[config.mk]
export PLATFORM = sky130hd
export DESIGN_NAME = run_ctrl
export DESIGN_NICKNAME = d
export VERILOG_FILES = /design/src/rtl/run_ctrl.sv
export SDC_FILE = /design/constraint.sdc
export NUM_CORES = 1
export LEC_CHECK = 0
export BUFFER_PORTS_ARGS = -buffer_cell sky130_fd_sc_hd__buf_2
export CAP_MARGIN = 20
export CORE_MARGIN = 2
export CORE_UTILIZATION = 49
export DETAILED_ROUTE_END_ITERATION = 10
export PLACE_DENSITY = 0.76
export SYNTH_ARGS = -nofsm -noshare
export SYNTH_HDL_FRONTEND = slang
export SYNTH_SLANG_ARGS = --single-unit
[constraint.sdc]
create_clock -name clk -period 2.3 [get_ports clk]
set_input_delay 0.69 -clock clk [delete_from_list [all_inputs] [get_ports clk]]
set_output_delay 0.69 -clock clk [all_outputs]
set_load 0.02 [all_outputs]
[src/rtl/run_ctrl.sv]
// Execution sequencer: gates pipeline advance (cpu_en), drains after a halt syscall,
// supports pause/single-step, arbitrates DM with the debug port and keeps run statistics.
module run_ctrl #(
  parameter int CNT_W        = 32,
  parameter int DRAIN_CYCLES = 2
) (
  input  logic             clk,
  input  logic             rst,
  input  logic             stop,
  input  logic             step,
  input  logic             halt_ex,
  input  logic             bj_ex,
  input  logic             stall_id,
  input  logic             debug_dm,
  output logic             cpu_en,
  output logic             squash_young,
  output logic             dm_dbg_sel,
  output logic             halted,
  output logic [1:0]       state,
  output logic [CNT_W-1:0] cycles,
  output logic [15:0]      stall_cnt,
  output logic [15:0]      flush_cnt
);

  typedef enum logic [1:0] {
    ST_RUN    = 2'd0,
    ST_DRAIN  = 2'd1,
    ST_PAUSE  = 2'd2,
    ST_HALTED = 2'd3
  } state_e;

  localparam logic [3:0]       DRAIN_LOAD = 4'(DRAIN_CYCLES - 1);
  localparam logic [CNT_W-1:0] CYC_MAX    = {CNT_W{1'b1}};
  localparam logic [15:0]      EVT_MAX    = 16'hFFFF;

  state_e           state_q;
  logic [3:0]       drain_cnt_q;
  logic             step_prev_q;
  logic             step_q;
  logic [CNT_W-1:0] cycles_q;
  logic [15:0]      stall_cnt_q;
  logic [15:0]      flush_cnt_q;

  logic             adv_s;
  logic             in_dbg_state_s;
  logic             step_d;

  // Advance/decode terms taken straight from the registered state.
  always_comb begin
    adv_s          = (state_q == ST_RUN) | (state_q == ST_DRAIN) |
                     ((state_q == ST_PAUSE) & step_q);
    in_dbg_state_s = (state_q == ST_PAUSE) | (state_q == ST_HALTED);
    step_d         = (state_q == ST_PAUSE) & step & ~step_prev_q;
  end

  // All control outputs are held low while reset is asserted.
  always_comb begin
    cpu_en       = rst & adv_s;
    squash_young = rst & (state_q == ST_DRAIN);
    halted       = rst & (state_q == ST_HALTED);
    dm_dbg_sel   = rst & debug_dm & in_dbg_state_s & ~adv_s;
  end

  assign state     = state_q;
  assign cycles    = cycles_q;
  assign stall_cnt = stall_cnt_q;
  assign flush_cnt = flush_cnt_q;

  // Sequencer FSM plus step edge detector; a halt is only accepted on an enabled cycle.
  always_ff @(posedge clk) begin
    if (!rst) begin
      state_q     <= ST_RUN;
      drain_cnt_q <= 4'd0;
      step_prev_q <= 1'b0;
      step_q      <= 1'b0;
    end else begin
      step_prev_q <= step;
      step_q      <= step_d;
      case (state_q)
        ST_RUN: begin
          if (halt_ex) begin
            state_q     <= ST_DRAIN;
            drain_cnt_q <= DRAIN_LOAD;
          end else if (stop) begin
            state_q <= ST_PAUSE;
          end else begin
            state_q <= ST_RUN;
          end
        end
        ST_PAUSE: begin
          if (step_q & halt_ex) begin
            state_q     <= ST_DRAIN;
            drain_cnt_q <= DRAIN_LOAD;
          end else if (!stop) begin
            state_q <= ST_RUN;
          end else begin
            state_q <= ST_PAUSE;
          end
        end
        ST_DRAIN: begin
          if (drain_cnt_q == 4'd0) begin
            state_q <= ST_HALTED;
          end else begin
            drain_cnt_q <= drain_cnt_q - 4'd1;
          end
        end
        ST_HALTED: state_q <= ST_HALTED;
        default:   state_q <= ST_RUN;
      endcase
    end
  end

  // Saturating statistics, advanced only on enabled cycles.
  always_ff @(posedge clk) begin
    if (!rst) begin
      cycles_q    <= '0;
      stall_cnt_q <= 16'd0;
      flush_cnt_q <= 16'd0;
    end else if (adv_s) begin
      if (cycles_q != CYC_MAX) begin
        cycles_q <= cycles_q + {{(CNT_W-1){1'b0}}, 1'b1};
      end
      if (stall_id && (stall_cnt_q != EVT_MAX)) begin
        stall_cnt_q <= stall_cnt_q + 16'd1;
      end
      if (bj_ex && (flush_cnt_q != EVT_MAX)) begin
        flush_cnt_q <= flush_cnt_q + 16'd1;
      end
    end
  end

endmodule
==> results.py <==
metrics = {
    "run_status": {
        "status": "finished clean",
    },
    "drt": {
        "ant_nets": 0,
        "drt-total-wl_um": 9000,
        "drc": 0,
        "drtIter0Drc": 147,
        "drt_pre_antenna_iters": 5,
        "via_per_inst": 5.70,
        "vias": 3601,
        "wl_per_cell_um": 14.2,
    },
    "clock_tree": {
        "cts_tree": "built",
        "cts_sinks": 72,
        "cts_buffer_depth": 2,
        "clkTransAtPathRegs_ns": 0.08,
        "clk_latency_ns": 0.34,
        "h-tree-depth": 3,
        "numCtsBuffers": 9,
        "clockRootBuffer": "clkbuf_8",
        "cts_hold_buf": 0,
    },
    "grt": {
        "antenna_found_initial": 0,
        "grt.overflow.total": 0,
        "grt_first_pass_wirelength_um": 14900,
        "grt_max_degree": 49,
        "grt_pass1_vias": 3312,
        "track_usage_pct": 22.1,
    },
    "synthesis": {
        "synth.area.mux_share_pct": 3.32,
        "synth_edf_count": 0,
        "synthDominantCellAreaShare_pct": 39.9,
        "synth_area_leader_cell": "dfxtp_1",
        "ys_types": 55,
        "synth_top_family_by_area": "simple AND/OR/NAND/NOR gates",
        "syn_inst": 435,
        "synth_fa_ha_area_share_pct": 1.38,
        "ys_top_cells_by_area": "dfxtp_1 (40%), xnor2_1 (5.1%), nand2_1 (4.6%), nor2_1 (4.3%), a21oi_1 (3.5%)",
        "synth.avg_cell_area_um2": 8.31,
        "synthXorXnorAreaFrac_pct": 5.81,
        "ys_ff_latch": 72,
        "ys_warn_count": 0,
        "yosys.area_share.simple_pct": 30.3,
        "yosysMostFrequentCell": "dfxtp_1",
        "synth_flop_cell": "dfxtp_1",
        "synth_common_cells": "dfxtp_1 (72), nand2_1 (44), nor2_1 (41)",
        "synth-compound-area-share_pct": 15.6,
        "synth_nets": 447,
        "async_flop_share_pct": 0,
        "synth_area_mm2": 0.00362,
        "ys_seq_area_share_pct": 39.9,
    },
    "power": {
        "power_frac_comb_pct": 9.9,
        "pwr-share-clk_pct": 38.8,
        "swShare_pct": 25.7,
        "ir_drop_v": 0.000641,
        "leakage_nw": 1.77,
        "power_switching_mw": 0.660,
        "powerDensity_mw_per_mm2": 577,
        "p_seq_share_pct": 51.4,
        "p_int_mw": 1.91,
        "p_total_mw": 2.57,
    },
    "timing": {
        "finalMaxSlewViolations": 0,
        "fin_skew_ns": 0.0119,
        "min_period_over_period_pct": 94.9,
        "fmax_ghz": 0.458,
        "whs_ns": 0.412,
        "tightest_slew_ns": 0.697,
        "hold_viol": 0,
        "final-setup-viol-count": 0,
        "min_period_ns": 2.18,
        "setup-tns-final_ns": 0,
        "rsz0062_at_grt": "false",
        "max-slew-margin-rel_pct": 53.1,
    },
    "setup_path": {
        "critPathBufInv": 3,
        "crit_top_cell": "buf_4",
        "worstPathRequired_ns": 1.61,
        "crit_type": "flop to output pin",
        "critPathMaxFanout": 9,
        "start_kind": "flop",
        "cp_slowest_stage_delay_ns": 0.33,
        "cp_top_family": "buffers and inverters",
        "worstPathArrival_ns": 1.49,
        "crit_path_top_delay_cell": "dfxtp_1",
        "end_kind": "output pin",
        "path_cells": "buf_4 -> nor2b_1 -> buf_4 -> nor2_2 -> and3_1 -> buf_2",
    },
    "layout": {
        "syn2layout_area_growth_pct": 22.9,
        "drive_gt1_share_pct": 25.1,
        "nets": 540,
        "num_antenna_cells": 0,
        "fin_util_pct": 61.6,
    },
    "placement": {
        "globalplace.congestion": 0.895,
        "post-dp-hpwl_um": 6400,
        "io_buffers": 77,
    },
    "floorplan": {
        "die_w_um": 89.9,
        "die_h_um": 89.9,
        "initial_core_util_pct": 50.1,
        "dieArea_mm2": 0.00808,
        "core_area_mm2": 0.00721,
        "io_pins": 78,
        "rows": 31,
    },
    "min_path": {
        "hp-class": "flop to flop",
    },
    "run": {
        "maxCapViolations": 0,
    },
}
-- final cells by class --
cell class | instances | area [µm²]
clock buffer | 10 | 138
clock inverter | 6 | 58.8
fill | 658 | 2770
inverter | 15 | 56.3
multi-input combinational | 331 | 2060
sequential | 72 | 1450
tap | 99 | 124
timing repair buffer | 99 | 563
-- path summary, 6_finish.rpt --
kind               start         end  slack, ns  cells past startpoint
max             state[0]  dm_dbg_sel       0.12                      6
min          step_prev_q      step_q       0.41                      1
max reg2reg   cycles[24]  cycles[19]       0.14                      6
min reg2reg  step_prev_q      step_q       0.41                      1
-- per-layer routing --
metal	wire [µm]	global-route usage [%]	up-vias
li1	-	-	1780
met4	66	7.31	0
met2	4510	39.6	114
met1	3870	25.1	1701
met5	0	0	-
met3	548	6.79	6
-- cell families (layout without fill, tap and decap cells) --
family / count (synthesis) / in the layout
AND/OR/NAND/NOR: 205 / 205
AO/OA/AOI/OAI: 86 / 86
flip-flops: 72 / 72
buffers and inverters: 32 / 130
XOR/XNOR: 24 / 24
multiplexers: 12 / 12
adder cells (fa/ha/maj): 4 / 4
-- flip-flops by register name, summed over array words and instances, names as in the netlist --
register     flops
step_q           1
stall_cnt       16
drain_cnt_q      4
cycles          32
state            2
flush_cnt       16
step_prev_q      1
-- stage by stage --
stage          worst slack (ns)  area (µm²)  instances
5_1_grt                 0.00537        4440        632
4_1_cts                 0.00493        4430        632
2_1_floorplan          0.000116        3620        435
3_5_place_dp              0.109        4230        616
3_3_place_gp              0.127        4230        616
6_report                  0.116        4440        632
-- power by group through the flow --
stage	combinational (mW)	clock [mW]	sequential (mW)
floorplan	0.152	0	1.36
global placement	0.248	0	1.34
detailed placement	0.253	0	1.35
CTS	0.254	1.02	1.32
global route	0.280	1.07	1.32
finish	0.253	0.994	1.32
-- layout by cell type (no fill, tap or decap), types with 3 or more instances in the layout --
cell type,instances
mux2i_1,12
or4_1,11
a21oi_1,25
dfxtp_2,5
dfxtp_1,67
nand3_1,19
nor3b_1,3
inv_1,15
clkinv_2,4
buf_4,21
clkbuf_8,10
and4_1,3
nand2b_1,13
buf_2,77
nor2_1,40
xnor2_1,21
and2_1,4
nor2b_1,3
a211oi_1,6
o31ai_1,9
ha_1,3
and3_1,6
or3_1,8
o211ai_1,3
o21ai_0,17
nand4_1,15
xor2_1,3
nor4_1,9
a31oi_1,5
nor3_1,11
nand2_1,44
-- repair_timing --
item                                   4_1_cts  5_1_grt
buffers inserted                             0        0
gates resized for setup                      1        4
setup endpoints to repair                    1        6
endpoints found under the hold margin        0        0
pin swaps                                    0        0
Note: power is estimated with default switching activity, not from simulation.
